===== src/rtl/hilo_muldiv_if.sv =====
// Issue/result bundle between the EX stage and the HI/LO multiply-divide unit.
// The unit takes an op from start/alucontrol/src_* when it is idle, and stall stays high until it can retire.
interface hilo_muldiv_if #(
  parameter int DATA_W = 32
);
  logic              start;
  logic [4:0]        alucontrol;
  logic              flush;
  logic [DATA_W-1:0] src_a;
  logic [DATA_W-1:0] src_b;
  logic              stall;
  logic              done;
  logic [DATA_W-1:0] hi_o;
  logic [DATA_W-1:0] lo_o;
  logic [1:0]        state_dbg;

  modport master (
    output start, alucontrol, flush, src_a, src_b,
    input  stall, done, hi_o, lo_o, state_dbg
  );

  modport slave (
    input  start, alucontrol, flush, src_a, src_b,
    output stall, done, hi_o, lo_o, state_dbg
  );
endinterface


===== src/rtl/hilo_muldiv_unit.sv =====
// HI/LO owner for MIPS-style MULT/MULTU/DIV/DIVU/MTHI/MTLO.
// The multiply has a fixed latency. The divide is restoring radix-2 and takes one bit per cycle.
module hilo_muldiv_unit #(
  parameter int         DATA_W     = 32,
  parameter int         MUL_LAT    = 2,
  parameter logic [4:0] ALU_MULT   = 5'd16,
  parameter logic [4:0] ALU_MULTU  = 5'd17,
  parameter logic [4:0] ALU_DIV    = 5'd18,
  parameter logic [4:0] ALU_DIVU   = 5'd19,
  parameter logic [4:0] ALU_MTHI   = 5'd20,
  parameter logic [4:0] ALU_MTLO   = 5'd21
) (
  input  logic          clk,
  input  logic          resetn,
  hilo_muldiv_if.slave  md
);

  localparam int CNT_W = $clog2((DATA_W > MUL_LAT) ? DATA_W : MUL_LAT) + 1;

  typedef enum logic [1:0] {
    S_IDLE = 2'd0,
    S_MUL  = 2'd1,
    S_DIV  = 2'd2,
    S_DONE = 2'd3
  } state_e;

  state_e            state_q;
  logic [DATA_W-1:0] hi_q, lo_q;
  logic [DATA_W-1:0] op_a_q, op_b_q, rem_q;
  logic              signed_q, neg_quo_q, neg_rem_q;
  logic [CNT_W-1:0]  cnt_q;

  logic              is_mul, is_div, md_op;
  logic              a_neg, b_neg;
  logic [DATA_W-1:0] abs_a, abs_b;

  assign is_mul = (md.alucontrol == ALU_MULT) || (md.alucontrol == ALU_MULTU);
  assign is_div = (md.alucontrol == ALU_DIV)  || (md.alucontrol == ALU_DIVU);
  assign md_op  = md.start & (is_mul | is_div);

  assign a_neg = (md.alucontrol == ALU_DIV) & md.src_a[DATA_W-1];
  assign b_neg = (md.alucontrol == ALU_DIV) & md.src_b[DATA_W-1];
  assign abs_a = a_neg ? (DATA_W'(0) - md.src_a) : md.src_a;
  assign abs_b = b_neg ? (DATA_W'(0) - md.src_b) : md.src_b;

  // op_a_q doubles as the dividend/quotient shift register during DIV.
  logic [DATA_W:0]   rem_shift, rem_diff;
  logic [DATA_W-1:0] rem_d, quo_d, rem_fix, quo_fix;

  assign rem_shift = {rem_q, op_a_q[DATA_W-1]};
  assign rem_diff  = rem_shift - {1'b0, op_b_q};
  assign rem_d     = rem_diff[DATA_W] ? rem_shift[DATA_W-1:0] : rem_diff[DATA_W-1:0];
  assign quo_d     = {op_a_q[DATA_W-2:0], ~rem_diff[DATA_W]};
  assign quo_fix   = neg_quo_q ? (DATA_W'(0) - quo_d) : quo_d;
  assign rem_fix   = neg_rem_q ? (DATA_W'(0) - rem_d) : rem_d;

  logic [2*DATA_W-1:0] ext_a, ext_b, prod;

  assign ext_a = signed_q ? {{DATA_W{op_a_q[DATA_W-1]}}, op_a_q} : {{DATA_W{1'b0}}, op_a_q};
  assign ext_b = signed_q ? {{DATA_W{op_b_q[DATA_W-1]}}, op_b_q} : {{DATA_W{1'b0}}, op_b_q};
  assign prod  = ext_a * ext_b;

  assign md.stall     = resetn & (((state_q == S_IDLE) & md_op & ~md.flush) |
                                  (state_q == S_MUL) | (state_q == S_DIV));
  assign md.done      = (state_q == S_DONE);
  assign md.hi_o      = hi_q;
  assign md.lo_o      = lo_q;
  assign md.state_dbg = state_q;

  always_ff @(posedge clk or negedge resetn) begin
    if (!resetn) begin
      state_q   <= S_IDLE;
      hi_q      <= '0;
      lo_q      <= '0;
      op_a_q    <= '0;
      op_b_q    <= '0;
      rem_q     <= '0;
      signed_q  <= 1'b0;
      neg_quo_q <= 1'b0;
      neg_rem_q <= 1'b0;
      cnt_q     <= '0;
    end else begin
      case (state_q)
        S_IDLE: begin
          if (md.start && !md.flush) begin
            if (is_mul) begin
              op_a_q   <= md.src_a;
              op_b_q   <= md.src_b;
              signed_q <= (md.alucontrol == ALU_MULT);
              cnt_q    <= CNT_W'(MUL_LAT - 1);
              state_q  <= S_MUL;
            end else if (is_div) begin
              // A zero divisor retires straight away and leaves HI/LO alone.
              if (md.src_b == '0) begin
                state_q <= S_DONE;
              end else begin
                op_a_q    <= abs_a;
                op_b_q    <= abs_b;
                rem_q     <= '0;
                neg_quo_q <= a_neg ^ b_neg;
                neg_rem_q <= a_neg;
                cnt_q     <= CNT_W'(DATA_W - 1);
                state_q   <= S_DIV;
              end
            end else if (md.alucontrol == ALU_MTHI) begin
              hi_q <= md.src_a;
            end else if (md.alucontrol == ALU_MTLO) begin
              lo_q <= md.src_a;
            end
          end
        end
        S_MUL: begin
          if (md.flush) begin
            state_q <= S_IDLE;
          end else if (cnt_q == '0) begin
            {hi_q, lo_q} <= prod;
            state_q      <= S_DONE;
          end else begin
            cnt_q <= cnt_q - CNT_W'(1);
          end
        end
        S_DIV: begin
          if (md.flush) begin
            state_q <= S_IDLE;
          end else begin
            op_a_q <= quo_d;
            rem_q  <= rem_d;
            if (cnt_q == '0) begin
              lo_q    <= quo_fix;
              hi_q    <= rem_fix;
              state_q <= S_DONE;
            end else begin
              cnt_q <= cnt_q - CNT_W'(1);
            end
          end
        end
        S_DONE:  state_q <= S_IDLE;
        default: state_q <= S_IDLE;
      endcase
    end
  end

endmodule


===== src/flat_wrapper.sv =====
// flat-port wrapper written by rule: the top's interface ports become plain ports
module hilo_muldiv_unit_flat 
#(
  parameter int         DATA_W     = 32,
  parameter int         MUL_LAT    = 2,
  parameter logic [4:0] ALU_MULT   = 5'd16,
  parameter logic [4:0] ALU_MULTU  = 5'd17,
  parameter logic [4:0] ALU_DIV    = 5'd18,
  parameter logic [4:0] ALU_DIVU   = 5'd19,
  parameter logic [4:0] ALU_MTHI   = 5'd20,
  parameter logic [4:0] ALU_MTLO   = 5'd21
)
  (clk, resetn, md_start, md_alucontrol, md_flush, md_src_a, md_src_b, md_stall, md_done, md_hi_o, md_lo_o, md_state_dbg);
  hilo_muldiv_if #(.DATA_W(DATA_W)) md_i ();
  input  logic clk;
  input  logic resetn;
  input wire logic [$bits(md_i.start)-1:0] md_start;
  input wire logic [$bits(md_i.alucontrol)-1:0] md_alucontrol;
  input wire logic [$bits(md_i.flush)-1:0] md_flush;
  input wire logic [$bits(md_i.src_a)-1:0] md_src_a;
  input wire logic [$bits(md_i.src_b)-1:0] md_src_b;
  output wire logic [$bits(md_i.stall)-1:0] md_stall;
  output wire logic [$bits(md_i.done)-1:0] md_done;
  output wire logic [$bits(md_i.hi_o)-1:0] md_hi_o;
  output wire logic [$bits(md_i.lo_o)-1:0] md_lo_o;
  output wire logic [$bits(md_i.state_dbg)-1:0] md_state_dbg;
  assign md_i.start = md_start;
  assign md_i.alucontrol = md_alucontrol;
  assign md_i.flush = md_flush;
  assign md_i.src_a = md_src_a;
  assign md_i.src_b = md_src_b;
  assign md_stall = md_i.stall;
  assign md_done = md_i.done;
  assign md_hi_o = md_i.hi_o;
  assign md_lo_o = md_i.lo_o;
  assign md_state_dbg = md_i.state_dbg;
  hilo_muldiv_unit #(.DATA_W(DATA_W), .MUL_LAT(MUL_LAT), .ALU_MULT(ALU_MULT), .ALU_MULTU(ALU_MULTU), .ALU_DIV(ALU_DIV), .ALU_DIVU(ALU_DIVU), .ALU_MTHI(ALU_MTHI), .ALU_MTLO(ALU_MTLO)) u_core (.clk(clk), .resetn(resetn), .md(md_i));
endmodule

===== config.mk =====
export PLATFORM = sky130hd
export DESIGN_NAME = hilo_muldiv_unit_flat
export DESIGN_NICKNAME = d
export VERILOG_FILES = /design/src/rtl/hilo_muldiv_if.sv /design/src/rtl/hilo_muldiv_unit.sv /design/src/flat_wrapper.sv
export SDC_FILE = /design/constraint.sdc
export NUM_CORES = 2
export LEC_CHECK = 0
export CAP_MARGIN = 25
export CELL_PAD_IN_SITES_DETAIL_PLACEMENT = 1
export CELL_PAD_IN_SITES_GLOBAL_PLACEMENT = 1
export CORE_MARGIN = 1.5
export CORE_UTILIZATION = 45
export CTS_CLUSTER_DIAMETER = 100
export DETAILED_ROUTE_END_ITERATION = 16
export PLACE_DENSITY = 0.75
export SKIP_CTS_REPAIR_TIMING = 1
export SLEW_MARGIN = 20
export SYNTH_ARGS = -nofsm -noshare
export SYNTH_HDL_FRONTEND = slang
export SYNTH_SLANG_ARGS = --single-unit

===== constraint.sdc =====
create_clock -name clk -period 12.9 [get_ports clk]
set_input_delay 2.58 -clock clk [delete_from_list [all_inputs] [get_ports clk]]
set_output_delay 2.58 -clock clk [all_outputs]
set_load 0.005 [all_outputs]

==> flow_summary.ini <==
[clocking]
root_buffer = clkbuf_16
cts_tree = built
clock-sinks = 171
numCtsBuffers = 17
cts_htree_levels = 4
clk_path_buf_depth = 2
clk_pin_slew_ns = 0.08
clock_latency_ns = 0.53

[hold_path]
hp-start = u_core.md.lo_o[29]
hold_path.class = flip-flop to flip-flop

[routing]
drtIter0Drc = 3718
drc = 0
ant_nets = 0
wire_per_inst_um = 26.5
wl_um = 226000
vias_per_cell = 5.70
num_vias = 48600
detail_route.first_pass.iterations = 5

[logic_synthesis]
ys_seq_area_share_pct = 6.97
synth_nets = 8670
synth.distinct_cells = 102
ys_warn_count = 0
synthCells = 6826
ys_seq_elements = 171
synth_top_area_cell = fa_1
syn-cell-area_um2 = 61400
syn_avg_cell_area_um2 = 8.99
async_flop_share_pct = 100
synth_top_cell_area_share_pct = 46.3
synthTopCellsByArea = fa_1 46%, inv_1 9.7%, ha_1 7.2%
synth_edf_count = 0
ys.flop_type = dfrtp_1

[placement]
place_inst = 8482
dp_hpwl_um = 188000
gp_congestion = 0.957
io_buffers = 140

[worst_setup_path]
path_class = flip-flop to flip-flop
critPathMaxStageDelay_ns = 0.97
arrival_ns = 11.34
cpMaxStageDelayCell = fa_1
cp_max_fo = 14
cp_data_required_time_ns = 13.27
end_kind = flip-flop
start_kind = flip-flop
path_buf_inv = 8
r2r-start = u_core.signed_q
startpoint = u_core.signed_q
cpMostUsedCell = fa_1
path_delay_family = adder cells

[floorplan]
start_util_pct = 45.3
die_h_um = 372
die_w_um = 372
placementRows = 135
die_area_um2 = 139000
core-area_um2 = 135000
ioPinCount = 141

[global_route]
grt_usage_pct = 33.8
grt_pass1_vias = 55100
grt_overflow = 0
grt_max_degree = 83
grt_pass1_wl_um = 346000
antenna_found_initial = 14

[sta]
fin_crit_sh_pct = 85.1
fin_setup_tns_ns = 0
maxSlewViolCount = 0
rsz0062_at_grt = false
relSlewSlack_pct = 18.8
skew_ns = 0.0168
fin_crit_ns = 10.97
max_freq_mhz = 91.1
hold_viol = 0
finalSetupViolCount = 0
worst_pin_slew_ns = 1.22

[layout]
finalNonFillerCells = 8519
drive_above_1_share_pct = 3.21
nets = 8565
area_growth_pct = 6.10
finalCoreUtilization_pct = 48.1

[outcome]
status = completed

[run]
maxCapViolCount = 0
[registers in the layout (all words and copies together) (netlist names)]
signal and cells:
u_core.md.lo_o 32, u_core.signed_q 1, u_core.rem_q 32, u_core.neg_quo_q 1, u_core.cnt_q 6, u_core.neg_rem_q 1, u_core.md.state_dbg 2, u_core.op_b_q 32
u_core.md.hi_o 32, u_core.op_a_q 32
[metrics by stage]
stage / setup WS, ns / hold WS, ns / cell area (µm²)
2_1_floorplan: 3.31 / 0.465 / 61400
3_3_place_gp: 2.22 / 0.459 / 64400
3_5_place_dp: 1.94 / 0.471 / 64400
4_1_cts: 1.90 / 0.487 / 65100
5_1_grt: 1.59 / 0.516 / 65100
6_report: 1.93 / 0.484 / 65100
[cell usage in the layout (no fill, tap or decap), drive strengths merged, types with 20 or more instances in the layout]
master / synthesis / final
a211oi: 29 / 29
a21o: 54 / 54
a21oi: 191 / 191
a221oi: 47 / 47
a31oi: 22 / 22
and2: 524 / 524
and3: 39 / 39
buf: 42 / 108
clkbuf: 330 / 20
clkdlybuf4s50: 0 / 139
dfrtp: 171 / 171
fa: 1420 / 1420
ha: 351 / 351
inv: 1592 / 1599
mux2i: 28 / 28
nand2: 781 / 781
nand3: 52 / 52
nor2: 249 / 249
nor3: 64 / 64
o21ai: 192 / 192
o31ai: 102 / 102
or3: 32 / 32
xnor2: 155 / 155
xor2: 82 / 82
[synth_stat cells, drive strengths merged (5+ instances only)]
library cell,instances
a2111oi,6
a211oi,29
a21boi,11
a21o,54
a21oi,191
a221oi,47
a311oi,5
a31o,7
a31oi,22
a41o,5
a41oi,5
and2,524
and3,39
and4,6
buf,42
clkbuf,330
dfrtp,171
fa,1420
ha,351
inv,1592
mux2,10
mux2i,28
nand2,781
nand2b,11
nand3,52
nand4,18
nor2,249
nor2b,10
nor3,64
nor3b,9
nor4,14
o211ai,10
o21a,18
o21ai,192
o21bai,15
o311ai,7
o31a,6
o31ai,102
o41ai,16
or2,11
or3,32
or4,13
xnor2,155
xor2,82
[kinds of logic (layout without fill, tap and decap cells)]
group / after synthesis / count (layout) / share of synthesized area, %
and+or+nand+nor: 1845 / 1845 / 14.6
muxes: 38 / 38 / 0.640
DFF: 171 / 171 / 6.97
xor gates and xnor gates: 237 / 237 / 3.38
buffers and inverters: 1967 / 1875 / 12.1
AOI/OAI and AO/OA: 793 / 793 / 8.72
other: 0 / 4 / 0
adders and majority gates: 1775 / 1775 / 53.6
[cell type report]
class	count	area, µm²
multi-input combinational	4688	49700
inverter	1595	5990
sequential	171	4290
clock inverter	13	173
fill	15600	70200
tap	1781	2230
clock buffer	19	453
timing repair buffer	248	2260
antenna	4	10.0
[metal layers]
metal | part of all wire [%] | wire (µm) | up-vias | global-route usage (%)
met5 | 0.042 | 95 | - | 0
met4 | 4.3 | 9750 | 14 | 13.1
met3 | 6.8 | 15300 | 432 | 5.71
met2 | 48 | 109000 | 1706 | 56.5
met1 | 40 | 91000 | 26100 | 43.8
li1 | - | - | 20400 | -
[final timing paths]
| path | endpoint | slack [ns] | cells after the start |
|---|---|---|---|
| setup / recovery | u_core.md.hi_o[22] | 1.93 | 32 |
| hold / removal | u_core.md.lo_o[29] | 0.48 | 1 |
| setup reg to reg | u_core.md.hi_o[22] | 1.93 | 32 |
| hold reg to reg | u_core.md.lo_o[29] | 0.48 | 1 |
| max in group asynchronous | u_core.op_b_q[22] | 9.35 | 2 |
| min in group asynchronous | u_core.rem_q[26] | 2.06 | 1 |
Power is left out: the tool's default activity adds up to more than one toggle a clock period on the data nets, which glitch-free logic cannot reach.
